--- src/rtl/ram_ctrl_pkg.sv ---
// Shared definitions for the RAM request controller: FSM states and response buffer depth.
package ram_ctrl_pkg;

  localparam int unsigned RSP_DEPTH = 3;

  typedef enum logic {
    INIT = 1'b0,
    RUN  = 1'b1
  } ctrlState_e;

endpackage

--- src/rtl/ram_rsp_fifo.sv ---
// Small response FIFO holding read data returned by the RAM until the consumer takes it.
module ram_rsp_fifo #(
  parameter int unsigned DATAWIDTH = 2,
  parameter int unsigned RSP_DEPTH = 3,
  localparam int unsigned PtrW = (RSP_DEPTH > 1) ? $clog2(RSP_DEPTH) : 1,
  localparam int unsigned CntW = $clog2(RSP_DEPTH + 1)
) (
  input  logic                 PortAClk,
  input  logic                 PortARst,
  input  logic                 push,
  input  logic [DATAWIDTH-1:0] pushData,
  input  logic                 pop,
  output logic [DATAWIDTH-1:0] popData,
  output logic                 popValid,
  output logic [CntW-1:0]      count
);

  logic [DATAWIDTH-1:0] mem [RSP_DEPTH];
  logic [PtrW-1:0]      wrPtrQ, rdPtrQ;
  logic [CntW-1:0]      countQ, countD;
  logic                 popEn;

  function automatic logic [PtrW-1:0] incPtr(input logic [PtrW-1:0] p);
    return (p == PtrW'(RSP_DEPTH - 1)) ? '0 : p + 1'b1;
  endfunction

  assign popValid = (countQ != '0);
  assign popEn    = pop & popValid;
  assign count    = countQ;
  // Output forced to zero when empty so reset and idle show a clean bus.
  assign popData  = popValid ? mem[rdPtrQ] : '0;

  always_comb begin
    countD = countQ + CntW'(push) - CntW'(popEn);
  end

  always_ff @(posedge PortAClk or posedge PortARst) begin
    if (PortARst) begin
      wrPtrQ <= '0;
      rdPtrQ <= '0;
      countQ <= '0;
    end else begin
      if (push)  wrPtrQ <= incPtr(wrPtrQ);
      if (popEn) rdPtrQ <= incPtr(rdPtrQ);
      countQ <= countD;
    end
  end

  always_ff @(posedge PortAClk) begin
    if (push) mem[wrPtrQ] <= pushData;
  end

endmodule

--- src/rtl/ram_req_ctrl.sv ---
// Request/response front end for a single-port RAM with registered read data.
// Optional power-up RAM clear enabled by defining RAM_REQ_CTRL_INIT_EN.
module ram_req_ctrl
  import ram_ctrl_pkg::*;
#(
  parameter int unsigned DATAWIDTH = 2,
  parameter int unsigned ADDRWIDTH = 2
) (
  input  logic                 PortAClk,
  input  logic                 PortARst,
  input  logic                 ReqValid,
  output logic                 ReqReady,
  input  logic                 ReqWrite,
  input  logic [ADDRWIDTH-1:0] ReqAddr,
  input  logic [DATAWIDTH-1:0] ReqData,
  output logic                 RspValid,
  input  logic                 RspReady,
  output logic [DATAWIDTH-1:0] RspData,
  output logic [ADDRWIDTH-1:0] RamAddr,
  output logic [DATAWIDTH-1:0] RamDataIn,
  output logic                 RamWriteEnable,
  input  logic [DATAWIDTH-1:0] RamDataOut
);

  localparam int unsigned CntW = $clog2(RSP_DEPTH + 1);

  ctrlState_e      stateQ;
  logic [CntW-1:0] rspCount;
  logic [CntW:0]   occupancy;
  logic            inflightQ;
  logic            fire;

  // Reserve a FIFO slot for the read still in the RAM pipeline.
  assign occupancy = {1'b0, rspCount} + (CntW + 1)'(inflightQ);
  assign ReqReady  = ~PortARst & (stateQ == RUN) & (occupancy < (CntW + 1)'(RSP_DEPTH));
  assign fire      = ReqValid & ReqReady;

`ifdef RAM_REQ_CTRL_INIT_EN
  logic [ADDRWIDTH-1:0] initCntQ;
  logic                 initWr;

  assign initWr         = ~PortARst & (stateQ == INIT);
  assign RamAddr        = initWr ? initCntQ : ReqAddr;
  assign RamDataIn      = initWr ? '0 : ReqData;
  assign RamWriteEnable = initWr | (fire & ReqWrite);

  always_ff @(posedge PortAClk or posedge PortARst) begin
    if (PortARst) begin
      stateQ   <= INIT;
      initCntQ <= '0;
    end else if (stateQ == INIT) begin
      initCntQ <= initCntQ + 1'b1;
      if (&initCntQ) stateQ <= RUN;
    end
  end
`else
  assign stateQ         = RUN;
  assign RamAddr        = ReqAddr;
  assign RamDataIn      = ReqData;
  assign RamWriteEnable = fire & ReqWrite;
`endif

  always_ff @(posedge PortAClk or posedge PortARst) begin
    if (PortARst) inflightQ <= 1'b0;
    else          inflightQ <= fire & ~ReqWrite;
  end

  ram_rsp_fifo #(
    .DATAWIDTH(DATAWIDTH),
    .RSP_DEPTH(RSP_DEPTH)
  ) uRspFifo (
    .PortAClk(PortAClk),
    .PortARst(PortARst),
    .push    (inflightQ),
    .pushData(RamDataOut),
    .pop     (RspReady),
    .popData (RspData),
    .popValid(RspValid),
    .count   (rspCount)
  );

endmodule

--- config.mk ---
export PLATFORM = sky130hd
export DESIGN_NAME = ram_req_ctrl
export DESIGN_NICKNAME = d
export VERILOG_FILES = /design/src/rtl/ram_ctrl_pkg.sv /design/src/rtl/ram_rsp_fifo.sv /design/src/rtl/ram_req_ctrl.sv
export SDC_FILE = /design/constraint.sdc
export NUM_CORES = 1
export LEC_CHECK = 0
export BUFFER_PORTS_ARGS = -buffer_cell sky130_fd_sc_hd__buf_4
export CORE_MARGIN = 4
export CORE_UTILIZATION = 37
export DETAILED_ROUTE_END_ITERATION = 8
export GPL_TIMING_DRIVEN = 0
export PLACE_DENSITY = 0.68
export SLEW_MARGIN = 10
export SYNTH_ARGS = -nofsm -noshare
export SYNTH_HDL_FRONTEND = slang
export SYNTH_SLANG_ARGS = --single-unit
--- constraint.sdc ---
create_clock -name PortAClk -period 2.19 [get_ports PortAClk]
set_input_delay 0.5475 -clock PortAClk [delete_from_list [all_inputs] [get_ports PortAClk]]
set_output_delay 0.5475 -clock PortAClk [all_outputs]
set_load 0.03 [all_outputs]
# Yosys cells after proc, flatten, opt, wreduce, memory -nomap -nowiden
# Memory sizes are Yosys's and may differ from the RTL's.
# Index checks and enable logic that the tools add are counted.
[word_totals]
regBits = 7
elab_cells = 26
out_inout_bits = 9
ram_bits = 6
memories = 1
in_bits = 11
[mem_list]
columns = ["memory", "words", "width", "read_ports", "rd_clocked_by_memory_dff", "write_ports", "line_no", "text"]
rows = [
  ["uRspFifo.mem", 3, 2, 1, 0, 1, "ram_rsp_fifo.sv:18", "logic [DATAWIDTH-1:0] mem [RSP_DEPTH];"],
]
[op_classes]
n_addsub = 5
bitwise_logic = 7
n_reduce_logical = 1
magnitude_cmp = 1
eq_ne = 2
n_mux = 5
[op_table]
columns = ["cell", "n"]
rows = [
  ["$mux W2", 3],
  ["$and A1 B1 Y1", 5],
  ["$add A2 B1 Y2 const B", 2],
  ["$eq A2 B2 Y1 const B", 2],
  ["$add A2 B1 Y3", 1],
  ["$lt A3 B2 Y1 const B", 1],
  ["$add A2 B1 Y2", 1],
  ["$mux W1", 2],
  ["$not A1 Y1", 2],
  ["$reduce_bool A2 Y1", 1],
  ["$sub A2 B1 Y2", 1],
]

# Depth between registers and ports, before layout
[logic_depth]
ltp_word = 5
mapped_depth = 7
ltp_nobuf = 7

# Modules after synthesis
# Synthesis repeated with hierarchy kept, for this count alone.
[unflattened]
cells_unflattened = 50
hier_area_um2 = 644.4
[modules_own_cells]
columns = ["mod", "instances", "seq_area_each_um2", "cells_each", "area_each_um2"]
rows = [
  ["ram_rsp_fifo", 1, 330.3, 39, 533.0],
  ["ram_req_ctrl", 1, 25.0, 11, 111.4],
]

# Worst setup path before layout
# No wires, ideal clock.
[synth_path]
kind = "reg-to-output"
start = "register uRspFifo.countQ[0], in the netlist uRspFifo.count[0]"
end = "output port RamWriteEnable"
required_time_ns = 1.642
arrival_time_ns = 1.842
n_path_buf = 0
stages_incl_launch_ff = 5
path_slack_ns = -0.200
path_cell_list = "dfrtp_1 > ha_1 > ha_1 > a211oi_2 > and3_1"
[synth_between]
elab_chain_cells = 5
[synth_rtl]
columns = ["element", "line_no", "text"]
rows = [
  ["start, declared", "ram_rsp_fifo.sv:20", "logic [CntW-1:0] countQ, countD;"],
  ["start signal, assigned", "ram_rsp_fifo.sv:45", "countQ <= countD;"],
  ["$add A2 B1 Y3", "ram_req_ctrl.sv:34", "assign occupancy = {1'b0, rspCount} + (CntW + 1)'(inflightQ);"],
  ["$lt A3 B2 Y1", "ram_req_ctrl.sv:35", "assign ReqReady = ~PortARst & (stateQ == RUN) & (occupancy < (CntW + 1)'(RSP_DEPTH));"],
  ["$and A1 B1 Y1", "ram_req_ctrl.sv:35", ""],
  ["via ReqReady", "ram_req_ctrl.sv:12", "output logic ReqReady,"],
  ["$and A1 B1 Y1", "ram_req_ctrl.sv:36", "assign fire = ReqValid & ReqReady;"],
  ["$and A1 B1 Y1", "ram_req_ctrl.sv:60", "assign RamWriteEnable = fire & ReqWrite;"],
  ["end, declared", "ram_req_ctrl.sv:21", "output logic RamWriteEnable,"],
]
# The timed path passes the listed nets, and every way through them passes these cells.

# Final worst setup path
[layout_path]
start = "register inflightQ"
end = "output port RamWriteEnable"
[layout_between]
elab_chain_cells = 5
[layout_rtl]
columns = ["element", "line_no", "text"]
rows = [
  ["start, declared", "ram_req_ctrl.sv:30", "logic inflightQ;"],
  ["start signal, assigned", "ram_req_ctrl.sv:65", "else inflightQ <= fire & ~ReqWrite;"],
  ["$add A2 B1 Y3", "ram_req_ctrl.sv:34", ""],
  ["$lt A3 B2 Y1", "ram_req_ctrl.sv:35", ""],
  ["$and A1 B1 Y1", "ram_req_ctrl.sv:35", ""],
  ["$and A1 B1 Y1", "ram_req_ctrl.sv:36", ""],
  ["$and A1 B1 Y1", "ram_req_ctrl.sv:60", ""],
]
# Every way passes these cells.

==> flow_summary.rst <==
.. list-table::
   :header-rows: 1

   * - Metric
     - Value
   * - Run status
     - completed
   * - Worst Skew
     - 1.202 ps
   * - Initial antenna violation count
     - 0
   * - Largest delay contributor family on the critical path
     - adder cells
   * - # rows
     - 14
   * - Area share of fa/ha/maj cells after synthesis
     - just under 8%
   * - Post-synthesis to final-layout area growth
     - 36.13%
   * - Number of buffers added on ports
     - 15
   * - Crit path required time
     - 1640 ps
   * - Post-Synthesis Cells
     - between 40 and 50
   * - Number of remaining DRC errors
     - 0
   * - Via count of the first global-routing pass
     - slightly below 500
   * - Worst hold path type
     - input pin to async pin
   * - Clock transition at path regs
     - approximately 80 ps
   * - Gr busiest metal
     - met2
   * - Worst Max-Slew Pin Slew
     - about 530 ps
   * - Antenna viol nets, final
     - 0
   * - Detailed-route wire length per cell
     - between 10 and 15 um
   * - Final antenna diode count
     - 0
   * - Average cell area after synthesis
     - approximately 13 um^2
   * - Wire length of the first global-routing pass
     - slightly above 2000 um
   * - Initial core utilization
     - 40.63%
   * - Routability cong.
     - between 0.7 and 0.8
   * - Total Routed Length
     - 1146 um
   * - Via Count
     - ~450
   * - CP Class
     - flip-flop to output pin
   * - Pwr Density
     - 1189 nW/um^2
   * - CTS root buffer
     - sky130_fd_sc_hd__clkbuf_4
   * - Post-Route Setup TNS
     - 0 ps
   * - Quantity of hold-fixing buffers added after cts
     - 0
   * - Number of iterations in the first detailed-routing pass
     - 4
   * - Number of nets in the finished design
     - 89
   * - Final standard cell utilization of the core
     - about 55%
   * - Clock Sink Count
     - 13
   * - GRT Total Usage
     - ~11%
   * - Iteration-0 DRC count of the detailed router
     - 6
   * - H-tree levels
     - 1
   * - Headroom to the max-slew limit
     - approximately 64%
   * - Cell accounting for the most synthesized area
     - sky130_fd_sc_hd__edfxtp_1
   * - Global route overflow
     - 0
   * - Worst-skew pair later-pin latency
     - 270 ps
   * - Cell Area, Placed
     - a little under 800 um^2
   * - Floorplan Core Area
     - around 1600 um^2
   * - Number of buffers between clock root and the deepest sink
     - 2
   * - Leakage Power
     - 0.0004253 uW
   * - Largest net degree at the start of global routing
     - 8
   * - Syn Std Cell Area
     - 640.6 um^2
   * - CP Data Arrival Time
     - approximately 1600 ps
   * - Number of buffers created by CTS
     - 3
   * - Max FO, Critical Path
     - 2
   * - Total die area
     - 2461 um^2
   * - Share of the clock period used by the worst path after layout
     - just under 100%
   * - MaxCap Viol Count
     - 0
   * - Area fraction of the dominant cell type after synthesis
     - around 28%
   * - Max Fclk
     - 461.5 MHz
   * - Average via count per standard cell
     - a little over 5
   * - Area fraction in and, or, nand and nor cells after synthesis
     - between 10% and 20%
   * - TritonCTS clock tree
     - yes
   * - Met3 GRT Util
     - between 3 and 4%
   * - Vertical die dimension
     - ~50 um
   * - GR met1 Demand/Resource
     - between 10% and 20%
   * - Crit path cell chain
     - ha_2 -> ha_4 -> a211oi_4 -> and3_4 -> buf_6
   * - Netlist cell types
     - 20
   * - Setup violators final
     - 0
   * - Main combinational cell family by area after synthesis
     - simple AND/OR/NAND/NOR gates
   * - Final-layout worst hold slack
     - between 200 and 250 ps
   * - GR Layer Usage met2
     - between 15 and 20%
   * - Horiz. Die Dim
     - between 40 and 50 um
   * - Synthesis Warnings
     - 0
   * - Mux cell area share after synthesis
     - between 7 and 8%
   * - Final Cell Area
     - just under 900 um^2
   * - Buffers plus inverters on the worst setup path
     - 1
   * - Xor-xnor portion of the synthesized cell area
     - under 10%
   * - Layout cell share with drive strength beyond 1
     - between 40% and 50%
   * - Placed wire-length estimate after detailed placement
     - between 800 and 900 um
   * - Final slew viol count
     - 0
   * - Top-level I/O count
     - 20
   * - CP Launch Type
     - flip-flop
   * - Worst-case vdd ir drop
     - around 0.59 mV
   * - Top area cells in the synthesized netlist
     - sky130_fd_sc_hd__edfxtp_1, sky130_fd_sc_hd__dfrtp_1, sky130_fd_sc_hd__ha_1
   * - Fin. Hold Viols
     - 0
   * - Flip-flop and latch count after synthesis
     - 13
   * - Largest stage delay on the critical path
     - just under 400 ps
   * - Area fraction in compound gates after synthesis
     - ~8.8%
   * - Net count of the mapped netlist
     - 64
   * - Slowest-stage cell, CP
     - sky130_fd_sc_hd__dfrtp_1
   * - Share of synthesized area occupied by flip-flops and latches
     - 55.47%
   * - Clock period minus worst slack
     - between 2000 and 2500 ps
   * - RSZ-0062 raised after global routing
     - true
   * - Kind of end point of the critical path
     - output pin
per-stage QoR:
stage,instances,total power [uW],setup WS (ps)
3_5_place_dp,80,833.1,120.0
2_1_floorplan,49,703.4,21.69
6_report,89,1037,23.14
3_3_place_gp,80,820.6,139.3
4_1_cts,87,1024,-16.86
5_1_grt,89,1117,-45.10
final timing paths:
kind                                    start                 end  slack [ps]  depth (start not counted)
max                                 inflightQ      RamWriteEnable          20                          5
min                                  PortARst   uRspFifo.count[0]         220                          2
max reg2reg                 uRspFifo.count[0]   uRspFifo.count[1]         400                          9
min reg2reg                uRspFifo.wrPtrQ[0]  uRspFifo.wrPtrQ[0]         530                          1
max in group asynchronous            PortARst  uRspFifo.wrPtrQ[0]        1750                          2
min in group PortAClk           RamDataOut[1]  uRspFifo.mem[1][1]         470                          1
cell families after synthesis:
logic type                 Yosys count
and+or+nand+nor                     11
DFF                                 13
muxes                                4
buffers and inverters                9
xor gates and xnor gates             2
AOI/OAI and AO/OA                    6
adders and majority gates            4
synth_stat cells (all sizes together):
cell / n
nand2b: 2
o21ai: 1
a21o: 2
nor3b: 1
o211a: 2
or2: 1
nor2: 2
dfrtp: 7
edfxtp: 6
nand2: 1
xnor2: 2
nor2b: 1
and3: 1
mux2: 4
buf: 4
a211oi: 1
and3b: 2
inv: 5
ha: 4
flip-flops by register name (all words and copies together) (netlist names):
signal	cells
uRspFifo.mem	6
uRspFifo.count	2
uRspFifo.rdPtrQ	2
uRspFifo.wrPtrQ	2
inflightQ	1
worst reg2reg max path: cells and delay by family, from the launching register on:
kind / cells / cell delay, ps
fa+ha+maj: 2 / 450
flops: 1 / 390
buf+inv: 4 / 370
xor+xnor: 2 / 310
compound gates: 1 / 200
report_power, final:
part / total [uW] / switching [uW] / internal (uW) / leakage, uW
Sequential: 388 / 68.1 / 320 / 0.000141
Clock: 145 / 74.8 / 70.5 / 0.0000150
Combinational: 504 / 242 / 262 / 0.000269
Total: 1040 / 385 / 652 / 0.000425
final cells by class:
| class | count | area (um^2) |
|---|---|---|
| fill | 133 | 704.4 |
| inverter | 5 | 18.77 |
| timing repair buffer | 20 | 157.7 |
| multi-input combinational | 27 | 264.0 |
| tap | 16 | 20.02 |
| clock buffer | 4 | 26.28 |
| buffer | 4 | 30.03 |
| sequential | 13 | 355.3 |
repair_timing:
item	4_1_cts	5_1_grt
resized for setup	3	1
endpoints found under the setup margin	2	2
pin swaps	1	2
buffers inserted	3	2
cell usage in the layout, fill, tap and decap left out:
cell type	netlist	layout
sky130_fd_sc_hd__nor2_1	2	2
sky130_fd_sc_hd__o211a_1	2	2
sky130_fd_sc_hd__or2_2	1	1
sky130_fd_sc_hd__and3_4	0	1
sky130_fd_sc_hd__edfxtp_1	6	6
sky130_fd_sc_hd__mux2_1	2	2
sky130_fd_sc_hd__ha_1	4	2
sky130_fd_sc_hd__a211oi_4	0	1
sky130_fd_sc_hd__clkbuf_1	0	1
sky130_fd_sc_hd__nor2b_1	1	1
sky130_fd_sc_hd__o21ai_2	1	1
sky130_fd_sc_hd__nand2_1	1	1
sky130_fd_sc_hd__buf_6	0	2
sky130_fd_sc_hd__nand2b_1	2	2
sky130_fd_sc_hd__nor3b_1	1	1
sky130_fd_sc_hd__dfrtp_1	7	7
sky130_fd_sc_hd__inv_1	5	5
sky130_fd_sc_hd__mux2_2	2	2
sky130_fd_sc_hd__and3b_1	2	2
sky130_fd_sc_hd__xnor2_1	2	2
sky130_fd_sc_hd__ha_4	0	1
sky130_fd_sc_hd__ha_2	0	1
sky130_fd_sc_hd__clkbuf_4	0	3
sky130_fd_sc_hd__a21o_1	2	2
sky130_fd_sc_hd__buf_4	4	22
per-layer routing:
layer	vias to the layer above	wire length [um]
met4	0	8
met5	-	0
met2	20	594
met1	213	435
li1	216	-
met3	2	108
Power figures use the tool's default switching activity.
